--- config.mk ---
export PLATFORM = sky130hd
export DESIGN_NAME = bridge_master
export DESIGN_NICKNAME = d
export VERILOG_FILES = /design/src/rtl/bridge_master.sv
export SDC_FILE = /design/constraint.sdc
export NUM_CORES = 1
export LEC_CHECK = 0
export ABC_AREA = 1
export CAP_MARGIN = 20
export CORE_MARGIN = 4
export CORE_UTILIZATION = 46
export CTS_BUF_LIST = sky130_fd_sc_hd__clkbuf_4 sky130_fd_sc_hd__clkbuf_8
export CTS_CLUSTER_DIAMETER = 60
export DETAILED_ROUTE_END_ITERATION = 16
export GPL_ROUTABILITY_DRIVEN = 0
export PLACE_DENSITY = 0.88
export RECOVER_POWER = 100
export SLEW_MARGIN = 20
export SYNTH_ARGS = -nofsm -noshare
export SYNTH_HDL_FRONTEND = slang
export SYNTH_SLANG_ARGS = --single-unit
--- constraint.sdc ---
create_clock -name clk -period 2.3 [get_ports clk]
set_clock_uncertainty 0.05 [all_clocks]
set_input_delay 0.23 -clock clk [delete_from_list [all_inputs] [get_ports clk]]
set_output_delay 0.23 -clock clk [all_outputs]
set_load 0.01 [all_outputs]
--- src/rtl/bridge_master.sv ---
// bridge_master
//   Terminates NoC requests from a remote bridge_slave. Each request is turned
//   into one AXI-light master transaction towards the local slave, and one
//   response packet then goes back to the requesting node. Only one
//   transaction is outstanding at a time.
//
// Ports
//   clk, res_n                  clock, asynchronous active-low reset
//   noc_req_*                   request packet in (valid/ready, src, we, addr, wdata, wstrb)
//   noc_rsp_*                   response packet out (valid/ready, dst, src, we, rdata, err)
//   m_aw*, m_w*, m_b*           AXI-light write address / data / response channels
//   m_ar*, m_r*                 AXI-light read address / data channels
//   busy                        high whenever a transaction is in progress
//   txn_count                   number of completed responses (wraps)
module bridge_master #(
   parameter int ID         = 0,
   parameter int SRC_WIDTH  = 8,
   parameter int ADDR_WIDTH = 32,
   parameter int DATA_WIDTH = 32
) (
   input  logic                    clk,
   input  logic                    res_n,
   input  logic                    noc_req_valid,
   output logic                    noc_req_ready,
   input  logic [SRC_WIDTH-1:0]    noc_req_src,
   input  logic                    noc_req_we,
   input  logic [ADDR_WIDTH-1:0]   noc_req_addr,
   input  logic [DATA_WIDTH-1:0]   noc_req_wdata,
   input  logic [DATA_WIDTH/8-1:0] noc_req_wstrb,
   output logic                    noc_rsp_valid,
   input  logic                    noc_rsp_ready,
   output logic [SRC_WIDTH-1:0]    noc_rsp_dst,
   output logic [SRC_WIDTH-1:0]    noc_rsp_src,
   output logic                    noc_rsp_we,
   output logic [DATA_WIDTH-1:0]   noc_rsp_rdata,
   output logic                    noc_rsp_err,
   output logic                    m_awvalid,
   input  logic                    m_awready,
   output logic [ADDR_WIDTH-1:0]   m_awaddr,
   output logic                    m_wvalid,
   input  logic                    m_wready,
   output logic [DATA_WIDTH-1:0]   m_wdata,
   output logic [DATA_WIDTH/8-1:0] m_wstrb,
   input  logic                    m_bvalid,
   output logic                    m_bready,
   input  logic [1:0]              m_bresp,
   output logic                    m_arvalid,
   input  logic                    m_arready,
   output logic [ADDR_WIDTH-1:0]   m_araddr,
   input  logic                    m_rvalid,
   output logic                    m_rready,
   input  logic [DATA_WIDTH-1:0]   m_rdata,
   input  logic [1:0]              m_rresp,
   output logic                    busy,
   output logic [31:0]             txn_count
);

   localparam int STRB_WIDTH = DATA_WIDTH / 8;

   typedef enum logic [2:0] {
      S_IDLE    = 3'd0,
      S_WR      = 3'd1,
      S_WR_RESP = 3'd2,
      S_RD      = 3'd3,
      S_RD_DATA = 3'd4,
      S_RSP     = 3'd5
   } state_t;

   state_t                  state_q, state_d;
   logic [SRC_WIDTH-1:0]    src_q, src_d;
   logic                    we_q, we_d;
   logic [ADDR_WIDTH-1:2]   addr_q, addr_d;
   logic [DATA_WIDTH-1:0]   wdata_q, wdata_d;
   logic [STRB_WIDTH-1:0]   wstrb_q, wstrb_d;
   logic [DATA_WIDTH-1:0]   rdata_q, rdata_d;
   logic                    err_q, err_d;
   logic                    aw_done_q, aw_done_d;
   logic                    w_done_q, w_done_d;
   logic [31:0]             txn_count_q, txn_count_d;

   logic aw_ok;
   logic w_ok;

   // Byte-offset bits of the address and the low response bit carry no
   // information for this bridge.
   logic unused_bits;
   assign unused_bits = ^{noc_req_addr[1:0], m_bresp[0], m_rresp[0]};

   // State register
   always_ff @(posedge clk or negedge res_n) begin
      if (!res_n) begin
         state_q     <= S_IDLE;
         src_q       <= '0;
         we_q        <= 1'b0;
         addr_q      <= '0;
         wdata_q     <= '0;
         wstrb_q     <= '0;
         rdata_q     <= '0;
         err_q       <= 1'b0;
         aw_done_q   <= 1'b0;
         w_done_q    <= 1'b0;
         txn_count_q <= '0;
      end else begin
         state_q     <= state_d;
         src_q       <= src_d;
         we_q        <= we_d;
         addr_q      <= addr_d;
         wdata_q     <= wdata_d;
         wstrb_q     <= wstrb_d;
         rdata_q     <= rdata_d;
         err_q       <= err_d;
         aw_done_q   <= aw_done_d;
         w_done_q    <= w_done_d;
         txn_count_q <= txn_count_d;
      end
   end

   // A write channel counts as finished if it completed earlier or is
   // completing this cycle; AW and W may finish in either order.
   assign aw_ok = aw_done_q | (m_awvalid & m_awready);
   assign w_ok  = w_done_q  | (m_wvalid  & m_wready);

   // Next-state logic
   always_comb begin
      state_d     = state_q;
      src_d       = src_q;
      we_d        = we_q;
      addr_d      = addr_q;
      wdata_d     = wdata_q;
      wstrb_d     = wstrb_q;
      rdata_d     = rdata_q;
      err_d       = err_q;
      aw_done_d   = aw_done_q;
      w_done_d    = w_done_q;
      txn_count_d = txn_count_q;
      case (state_q)
         S_IDLE: begin
            if (noc_req_valid) begin
               src_d     = noc_req_src;
               we_d      = noc_req_we;
               addr_d    = noc_req_addr[ADDR_WIDTH-1:2];
               wdata_d   = noc_req_wdata;
               wstrb_d   = noc_req_wstrb;
               aw_done_d = 1'b0;
               w_done_d  = 1'b0;
               state_d   = noc_req_we ? S_WR : S_RD;
            end
         end
         S_WR: begin
            aw_done_d = aw_ok;
            w_done_d  = w_ok;
            if (aw_ok && w_ok) begin
               state_d = S_WR_RESP;
            end
         end
         S_WR_RESP: begin
            if (m_bvalid) begin
               rdata_d = '0;
               err_d   = m_bresp[1];
               state_d = S_RSP;
            end
         end
         S_RD: begin
            if (m_arready) begin
               state_d = S_RD_DATA;
            end
         end
         S_RD_DATA: begin
            if (m_rvalid) begin
               rdata_d = m_rdata;
               err_d   = m_rresp[1];
               state_d = S_RSP;
            end
         end
         S_RSP: begin
            if (noc_rsp_ready) begin
               txn_count_d = txn_count_q + 32'd1;
               state_d     = S_IDLE;
            end
         end
         default: state_d = S_IDLE;
      endcase
   end

   // Output logic: every valid/ready is a function of registered state only,
   // so no valid ever depends combinationally on a ready.
   always_comb begin
      noc_req_ready = (state_q == S_IDLE);
      m_awvalid     = (state_q == S_WR) && !aw_done_q;
      m_wvalid      = (state_q == S_WR) && !w_done_q;
      m_bready      = (state_q == S_WR_RESP);
      m_arvalid     = (state_q == S_RD);
      m_rready      = (state_q == S_RD_DATA);
      noc_rsp_valid = (state_q == S_RSP);
      busy          = (state_q != S_IDLE);
   end

   assign m_awaddr      = {addr_q, 2'b00};
   assign m_araddr      = {addr_q, 2'b00};
   assign m_wdata       = wdata_q;
   assign m_wstrb       = wstrb_q;
   assign noc_rsp_dst   = src_q;
   assign noc_rsp_src   = SRC_WIDTH'(ID);
   assign noc_rsp_we    = we_q;
   assign noc_rsp_rdata = rdata_q;
   assign noc_rsp_err   = err_q;
   assign txn_count     = txn_count_q;

endmodule

# --- Word-level counts from Yosys, hierarchy flattened ---
# Index checks and enable logic that the tools add are counted.
word_totals:
  regBits: 145
  inputBits: 122
  out_inout_bits: 190
classes:
  add_sub_neg: 1
  n_eq_ne: 11
  muxes: 17
  n_bitwise: 4
  n_reduce_logical: 14
ops:
  columns: ["cell", "n"]
  rows:
  - ["32-bit two-way mux", 2]
  - ["32-bit one-hot mux with 2 select lines", 1]
  - ["32-bit by 1-bit adder with 32-bit output (second input constant)", 1]
  - ["3-bit two-way mux", 6]
  - ["3-bit one-hot mux with 6 select lines", 1]
  - ["2-bit != test (second input constant)", 4]
  - ["3-bit by 2-bit == test with 1-bit output (second input constant)", 2]
  - ["3-bit == test (second input constant)", 2]
  - ["1-bit one-hot mux with 2 select lines", 3]
  - ["2-bit AND reduction", 3]
  - ["6-bit AND reduction", 1]
  - ["2-bit by 1-bit != test with 1-bit output (second input constant)", 2]
  - ["2-bit nonzero test", 2]
  - ["3-bit by 1-bit == test with 1-bit output (second input constant)", 1]
  - ["1-bit logical AND", 3]
  - ["3-bit logical NOT", 1]
  - ["1-bit two-way mux", 3]
  - ["3-bit AND reduction", 1]
  - ["3-bit nonzero test", 1]
  - ["1-bit AND", 2]
  - ["1-bit logical NOT", 2]
  - ["2-bit two-way mux", 1]
  - ["1-bit OR", 2]

# --- Logic depth before layout (Yosys ltp) ---
# Gate-level depths: netlist of run 1.
logic_depth:
  depth_word: 7
  depth_mapped: 10
  mapped_depth_nobuf: 10

# --- Least setup slack after synthesis of run 1 ---
# Ideal clock, no wire load.
synth_timing:
  path_kind: "register -> register"
  start: "register txn_count_q[0], in the netlist txn_count[0]"
  end: "register txn_count_q[24], in the netlist txn_count[24]"
  setup_ps: 117
  arrival_ps: 1411
  t_required_ps: 2133
  slack_ps: 722
  path_stages_with_launch: 11
  synth_period_minus_slack_ps: 1578
  path_cell_list: "dfrtp_1 -> ha_1 -> inv_1 -> nor2_1 -> nand2_1 -> nor2_1 -> nand2_1 -> nor2_2 -> nand2_1 -> nand2_1 -> nand2_1"
synth_via:
  elab_chain_len: 1
synth_rtl:
  columns: ["item", "line_no", "text"]
  rows:
  - ["from (decl)", "79", "logic [31:0] txn_count_q, txn_count_d;"]
  - ["from (signal assigned)", "114", "txn_count_q <= txn_count_d;"]
  - ["32-bit by 1-bit adder with 32-bit output", "177", "txn_count_d = txn_count_q + 32'd1;"]
# Every way passes these cells.
# A chain may end at the register's enable or synchronous reset.

# --- Final worst setup path of run 1 ---
layout_timing:
  start: "register state_q[0]"
  end: "output m_bready"
layout_via:
  elab_chain_len: 1
layout_rtl:
  columns: ["item", "line_no", "text"]
  rows:
  - ["from (decl)", "69", "state_t state_q, state_d;"]
  - ["from (signal assigned)", "104", "state_q <= state_d;"]
  - ["3-bit by 2-bit == test with 1-bit output", "191", "m_bready = (state_q == S_WR_RESP);"]
  - ["to (decl)", "45", "output logic m_bready,"]
# Every way passes these cells.

==> metrics.cfg, run 1 <==
[setup_path]
criticalPathCategory = reg -> out
cp.buffers_inverters = 3
crit_fanout = 9
crit_chain = inv_1, nand3_1, inv_1, clkdlybuf4s50_1
crit_slowest_cell = clkdlybuf4s50_1
reg2reg_from = state_q[0]
crit_start = state_q[0]
crit_required_ns = 2.02
r2r_slack_ns = 0.22
critPathMostFrequentCell = inv_1
r2r_end = noc_rsp_rdata[27]
arrival_ns = 1.86
r2r_cells = 8
cp_top_family = buffers and inverters
critPathLaunchType = flip-flop
endpoint_kind = primary output
slowest_delay_ns = 0.59

[floorplanning]
die_height_um = 129.5
rows = 44
pin_count = 312
coreArea_um2 = 14480
die_area_um2 = 16780
die_width_um = 129.5
initial_core_util_pct = 46.91

[sta]
worst_slew_pin_slew_ns = 1.565
setup_ws_ns = 0.1574
fmax_mhz = 466.7
setup_viol = 0
finalCritPeriodShare_pct = 93.16
rsz0062_at_grt = no
period_minus_slack_ns = 2.143
hold_violations = 0
slew_headroom_pct = -4.328
slew_violations = 64
whs_ns = 0.2718
fin_setup_tns_ns = 0

[final_layout]
instances_no_fill = 1321
nets = 1247
regArea_um2 = 3628
multi_input_area_um2 = 2525
fill_cells = 1149
antenna_cells = 0
drive_gt1_share_pct = 4.310
area_delta_synth_final_pct = 46.97

[power_and_ir_drop]
internal_power_w = 0.006848
pwr-share-comb_pct = 45.3
p_sw_w = 0.004232
p_clk_share_pct = 17.7
power_leakage_nw = 5.247
switching_share_pct = 38.19
totalPowerFinal_w = 0.01108
cellPowerDensity_nw_per_um2 = 1110
power_frac_seq_pct = 37.0
ir_worst_vdd_mv = 0.6412

[yosys]
synth_cells = 858
synth.largest_area_cell = dfrtp_1
postSynthAreaPerCell_um2 = 7.917
synth_top_area_share_pct = 53.42
synth_seq_cells = 145
syn_area_um2 = 6793
yosys_warnings = 0
synth_area_leaders = dfrtp_1, nand2_1, buf_4
ys_seq_area_share_pct = 53.42
yosysUniqueCellTypes = 26

[cts]
cts_tree = done
post_cts_buffers = 0
cts.clk_slew.worst_paths_ns = 0.08
clkSinkCount = 145
cts_root_buf = clkbuf_8
numCtsBuffers = 17
clock_path_buffers = 2
clk_latency_ns = 0.43
htreeDepth = 4

[detailed_routing]
routed_wl_um = 20060
vias = 6473
drt_iter0_drc = 428
viasPerCell = 4.900
drt-pass1-iter-count = 5
detail_route.wl_per_cell_um = 15.19
drtAntennaViolNets = 0
drc = 0

[global_routing]
grt_pass1_vias = 6242
overflow = 0
grt_antenna_before_repair = 0
grt_usage_pct = 23.85
grt_pass1_wl_um = 31180
grt_max_degree = 78

[hold_path]
min_path_cells = 3
hold_path_end = m_wdata[13]
hp-start = noc_req_wdata[13]
hp-class = in -> reg

[placement]
place_inst = 1288
numPortBuffers = 295
hpwl_um = 15200
place_ws_ns = 0.3180

[run_status]
status = finished with violations
violations = max-capacitance violations, max-slew violations

[run]
max_cap_viol_count = 1

[power by group through the flow]
| stage | Sequential (W) | Combinational (W) | Clock [W] |
|---|---|---|---|
| 2_1_floorplan | 0.00451 | 0.00227 | 0 |
| 3_3_place_gp | 0.00415 | 0.00545 | 0 |
| 3_5_place_dp | 0.00418 | 0.00558 | 0 |
| 4_1_cts | 0.00416 | 0.00560 | 0.00201 |
| 5_1_grt | 0.00423 | 0.00550 | 0.00213 |
| 6_report | 0.00410 | 0.00502 | 0.00196 |
[cell type report]
type                    instances  share of cell area, %
clock inverters                11                  1.140
multi-input cells             600                  25.29
repair buffers                308                  30.25
flip-flops and latches        145                  36.35
inverters                      52                  1.955
clock buffers                  21                  2.707
well taps                     184                  2.306
[kinds of logic after synthesis]
| family | Yosys count | share of synthesized area [%] |
|---|---|---|
| compound gates | 37 | 2.726 |
| xor+xnor | 16 | 2.063 |
| fa+ha+maj | 1 | 0.1842 |
| buf+inv | 124 | 9.818 |
| flops | 145 | 53.42 |
| other cells | 1 | 0.05521 |
| simple gates | 534 | 31.74 |
[worst max-delay path by stage]
stage	endpoint	slack, ns	cells past startpoint
2_1_floorplan	txn_count[24]	0.72	10
3_3_place_gp	txn_count[24]	0.34	8
3_5_place_dp	txn_count[24]	0.32	8
4_1_cts	noc_req_ready	0.03	4
5_1_grt	txn_count[24]	0.03	3
6_report	m_bready	0.16	4
[tightest hold or removal path, stage by stage]
cell and delay [ns]:
clkdlybuf4s50_1 0.39, nand2_1 0.06, nand2_1 0.04
[layer usage]
layer	vias to the layer above	wire length, um	track usage, %
li1	3133	-	-
met1	2970	7553	26.96
met2	308	9728	40.40
met3	62	1919	7.997
met4	0	860	12.04
met5	-	0	0
[state kept, by name, summed over array words and instances, names as in the netlist]
signal         flops
m_wdata           32
noc_rsp_rdata     32
txn_count         32
addr_q            30
noc_rsp_dst        8
m_wstrb            4
state_q            3
aw_done_q          1
noc_rsp_err        1
noc_rsp_we         1
w_done_q           1
[synthesized netlist by cell type]
library cell    n
buf_4          50
o21ai_0        26
nand2_2         1
nand3b_1        8
o21ai_1        10
nand2_1       400
conb_1          1
buf_1           2
nand3_1        52
nor2_1         59
nor2_4          1
nor2_2          4
a21oi_1         1
inv_1          47
nand4_2         1
xnor2_1         4
nand4_1         4
nor3_1          2
nor3_4          1
dfrtp_1       145
ha_1            1
clkbuf_1        9
inv_2           5
buf_2          11
xor2_1         12
nor4_1          1
[metrics by stage]
stage | instance area [um2] | utilization, %
6_report | 9983 | 68.95
3_5_place_dp | 9664 | 66.75
4_1_cts | 10060 | 69.47
5_1_grt | 9983 | 68.95
3_3_place_gp | 9664 | 66.75
2_1_floorplan | 6834 | -
[layout by cell type, fill, tap and decap left out, drive strengths merged]
master,Yosys,layout
clkbuf,9,28
nand3,52,52
dlygate4sd3,0,173
ha,1,1
clkdlybuf4s50,0,118
nor4,1,1
bufinv,0,2
clkinvlp,0,2
o21ai,36,36
a21oi,1,1
inv,52,51
nand4,5,5
dfrtp,145,145
nand3b,8,8
clkinv,0,8
xnor2,4,4
buf,63,10
nor3,3,3
nor2,64,64
nand2,401,401
conb,1,12
xor2,12,12
[what timing repair did]
item	4_1_cts	5_1_grt
resized for setup	0	5
endpoints found under the setup margin	0	4
endpoints found under the hold margin	60	0
hold buffers	1	0
Note: power is estimated with default switching activity, not from simulation.
==> run 2, diff against run 1 <==
--- a/config.mk
+++ b/config.mk
@@ -9,13 +9,14 @@
 export CAP_MARGIN = 20
 export CORE_MARGIN = 4
 export CORE_UTILIZATION = 46
-export CTS_BUF_LIST = sky130_fd_sc_hd__clkbuf_4 sky130_fd_sc_hd__clkbuf_8
+export CTS_BUF_LIST = sky130_fd_sc_hd__clkbuf_2
 export CTS_CLUSTER_DIAMETER = 60
 export DETAILED_ROUTE_END_ITERATION = 16
 export GPL_ROUTABILITY_DRIVEN = 0
 export PLACE_DENSITY = 0.88
 export RECOVER_POWER = 100
-export SLEW_MARGIN = 20
+export SETUP_SLACK_MARGIN = 0.3
+export SLEW_MARGIN = 40
 export SYNTH_ARGS = -nofsm -noshare
 export SYNTH_HDL_FRONTEND = slang
 export SYNTH_SLANG_ARGS = --single-unit
==> run 2 against run 1 <==
The flow now finishes without violations. Sequential share of layout area shrank 5.8 points. Non-clock buffer count rose by 201. Final cell count is 15% higher. Combinational power up 37%. Maximum frequency is 1.6% higher. Routed wire length rose by 49%. First-iteration DRC count increased by 74%. Sequential power is essentially flat. Die area unchanged.
==> metrics.cfg, run 2 (synthesis gave the netlist of run 1 again) <==
[run_status]
status = completed

[setup_path]
endpoint_kind = flip-flop
critPathLaunchType = flip-flop
arrival_ns = 2.71  ; +0.85 ns
reg2reg_from = state_q[1]
crit_slowest_cell = dfrtp_1
crit_chain = nor2_4, inv_2, nor2_4, buf_4, buf_4, buf_4, buf_4, buf_4, buf_6, nand2_8, inv_2, clkbuf_16, nand2_1, nand2_1
slowest_delay_ns = 0.52  ; -0.07 ns
crit_fanout = 5  ; -4
crit_required_ns = 2.90  ; +0.88 ns
cp.buffers_inverters = 9  ; +6
criticalPathCategory = reg -> reg
cp_top_family = buffers and inverters
crit_start = state_q[1]
critPathMostFrequentCell = buf_4

[power_and_ir_drop]
ir_worst_vdd_mv = 0.7043  ; +9.8%
power_leakage_nw = 6.401  ; +22%
pwr-share-comb_pct = 55.3  ; +10 points
internal_power_w = 0.007115  ; +3.9%
p_sw_w = 0.005327  ; +26%
cellPowerDensity_nw_per_um2 = 1045  ; -5.8%
p_clk_share_pct = 11.6  ; -6.1 points
switching_share_pct = 42.82  ; +4.6 points
power_frac_seq_pct = 33.1  ; -3.9 points

[sta]
setup_viol = 0  ; unchanged
period_minus_slack_ns = 2.109  ; -0.03402 ns
hold_violations = 0  ; unchanged
rsz0062_at_grt = yes
whs_ns = 0.07220  ; -0.1996 ns
finalCritPeriodShare_pct = 91.68  ; -1.5 points
slew_headroom_pct = 52.90  ; +57 points
fin_setup_tns_ns = 0  ; unchanged
slew_violations = 0  ; -100%
worst_slew_pin_slew_ns = 0.7065  ; -0.8584 ns
setup_ws_ns = 0.1914  ; +0.03402 ns
fmax_mhz = 474.3  ; +1.6%

[floorplanning]
die_width_um = 129.5  ; unchanged
coreArea_um2 = 14480  ; unchanged
die_area_um2 = 16780  ; unchanged
rows = 44  ; unchanged
pin_count = 312  ; unchanged
die_height_um = 129.5  ; unchanged
initial_core_util_pct = 46.91  ; unchanged

[cts]
cts_root_buf = clkbuf_2
htreeDepth = 4  ; unchanged
cts_tree = done
clock_path_buffers = 2  ; unchanged
clk_latency_ns = 0.74  ; +0.31 ns
numCtsBuffers = 17  ; unchanged
cts.clk_slew.worst_paths_ns = 0.21  ; +0.13 ns
clkSinkCount = 145  ; unchanged

[detailed_routing]
vias = 8012  ; +24%
detail_route.wl_per_cell_um = 19.55  ; +29%
drtAntennaViolNets = 0  ; unchanged
drc = 0  ; unchanged
routed_wl_um = 29820  ; +49%
viasPerCell = 5.254  ; +7.2%
drt_iter0_drc = 745  ; +74%
drt-pass1-iter-count = 6  ; +1

[final_layout]
fill_cells = 823  ; -28%
regArea_um2 = 3640  ; +0.31%
nets = 1450  ; +16%
drive_gt1_share_pct = 14.85  ; +11 points
layout_common_cells = nand2_1, clkdlybuf4s50_1, dfrtp_1, dlygate4sd2_1, dlygate4sd3_1
multi_input_area_um2 = 2745  ; +8.7%
layout_commonest_cell = nand2_1
area_delta_synth_final_pct = 75.30

[global_routing]
grt_max_degree = 64  ; -18%
grt_pass1_wl_um = 41720  ; +34%
overflow = 0  ; unchanged
grt_usage_pct = 32.37  ; +8.5 points
grt_antenna_before_repair = 1  ; +1
grt_pass1_vias = 8092  ; +30%

[run]
max_cap_viol_count = 0  ; -1

[placement]
numPortBuffers = 295  ; unchanged
place_ws_ns = 0.3180  ; unchanged
hpwl_um = 15200  ; unchanged

[hold_path]
hp-start = m_wready
hp-class = in -> reg

[run 2: cell types whose count changed in the layout (fill, tap and decap cells not counted), sizes merged]
cell           delta
diode             +1
dlygate4sd2     +134
clkdlybuf4s25     +1
buf              +71
clkbuf           +26
clkdlybuf4s50    +25
dlygate4sd3      -57
inv               +3
[run 2: path summary, 6_finish.rpt]
path / cells after the start / slack [ns] / end
worst max-delay path: 14 / 0.19 / m_wdata[20]
worst min-delay path: 5 / 0.07 / w_done_q
worst max register to register: 14 / 0.19 / m_wdata[20]
worst min register to register: 2 / 0.45 / m_wdata[0]
max in group asynchronous: 4 / 0.48 / txn_count[25]
min in group asynchronous: 3 / 0.50 / noc_rsp_rdata[23]
[run 2: cell type report]
cell class | count | area share, %
flip-flops and latches | 145 | 30.57
diodes | 1 | 0.02101
clock inverters | 12 | 0.9877
well taps | 184 | 1.933
multi-input cells | 600 | 23.05
clock buffers | 20 | 0.8406
repair inverters | 2 | 0.1051
repair buffers | 509 | 40.77
inverters | 52 | 1.723
[run 2: timing repair]
item / 4_1_cts / 5_1_grt
pin swaps: 4 / 6
setup endpoints to repair: 164 / 166
setup buffers: 81 / 1
cloned: 1 / 13
hold endpoints to repair: 251 / 0
gates resized for setup: 205 / 95
hold buffers: 108 / 0
[run 2: tightest hold or removal path, stage by stage]
cell	delay (ns)
clkdlybuf4s50_1	0.39
inv_1	0.05
o21ai_0	0.10
inv_1	0.06
nor2_1	0.03
[run 2: routing by layer]
metal | vias to the layer above | part of all wire (%) | wire length, um | track usage (%)
met1 | 3774 | 34 | 10050 | 33.49
met2 | 560 | 50 | 15040 | 57.99
met3 | 142 | 9.7 | 2881 | 8.739
met4 | 0 | 6.2 | 1846 | 20.23
met5 | - | 0 | 0 | 0
li1 | 3536 | - | - | -
[run 2: power groups by stage]
| stage | sequential [W] | clock [W] | combinational [W] |
|---|---|---|---|
| after detailed placement | 0.00418 | 0 | 0.00558 |
| final | 0.00412 | 0.00144 | 0.00688 |
| after global placement | 0.00415 | 0 | 0.00545 |
| after CTS | 0.00402 | 0.00145 | 0.00597 |
| after global routing | 0.00420 | 0.00156 | 0.00730 |
| after floorplan | 0.00451 | 0 | 0.00227 |
[run 2: metrics by stage]
step	instance area, um2	total power, W	util, %	instances
2_1_floorplan	6834	0.006783	-	869
5_1_grt	11910	0.01306	82.24	1525
4_1_cts	11490	0.01144	79.36	1510
3_5_place_dp	9664	0.009763	66.75	1288
6_report	11910	0.01244	82.24	1525
3_3_place_gp	9664	0.009599	66.75	1288
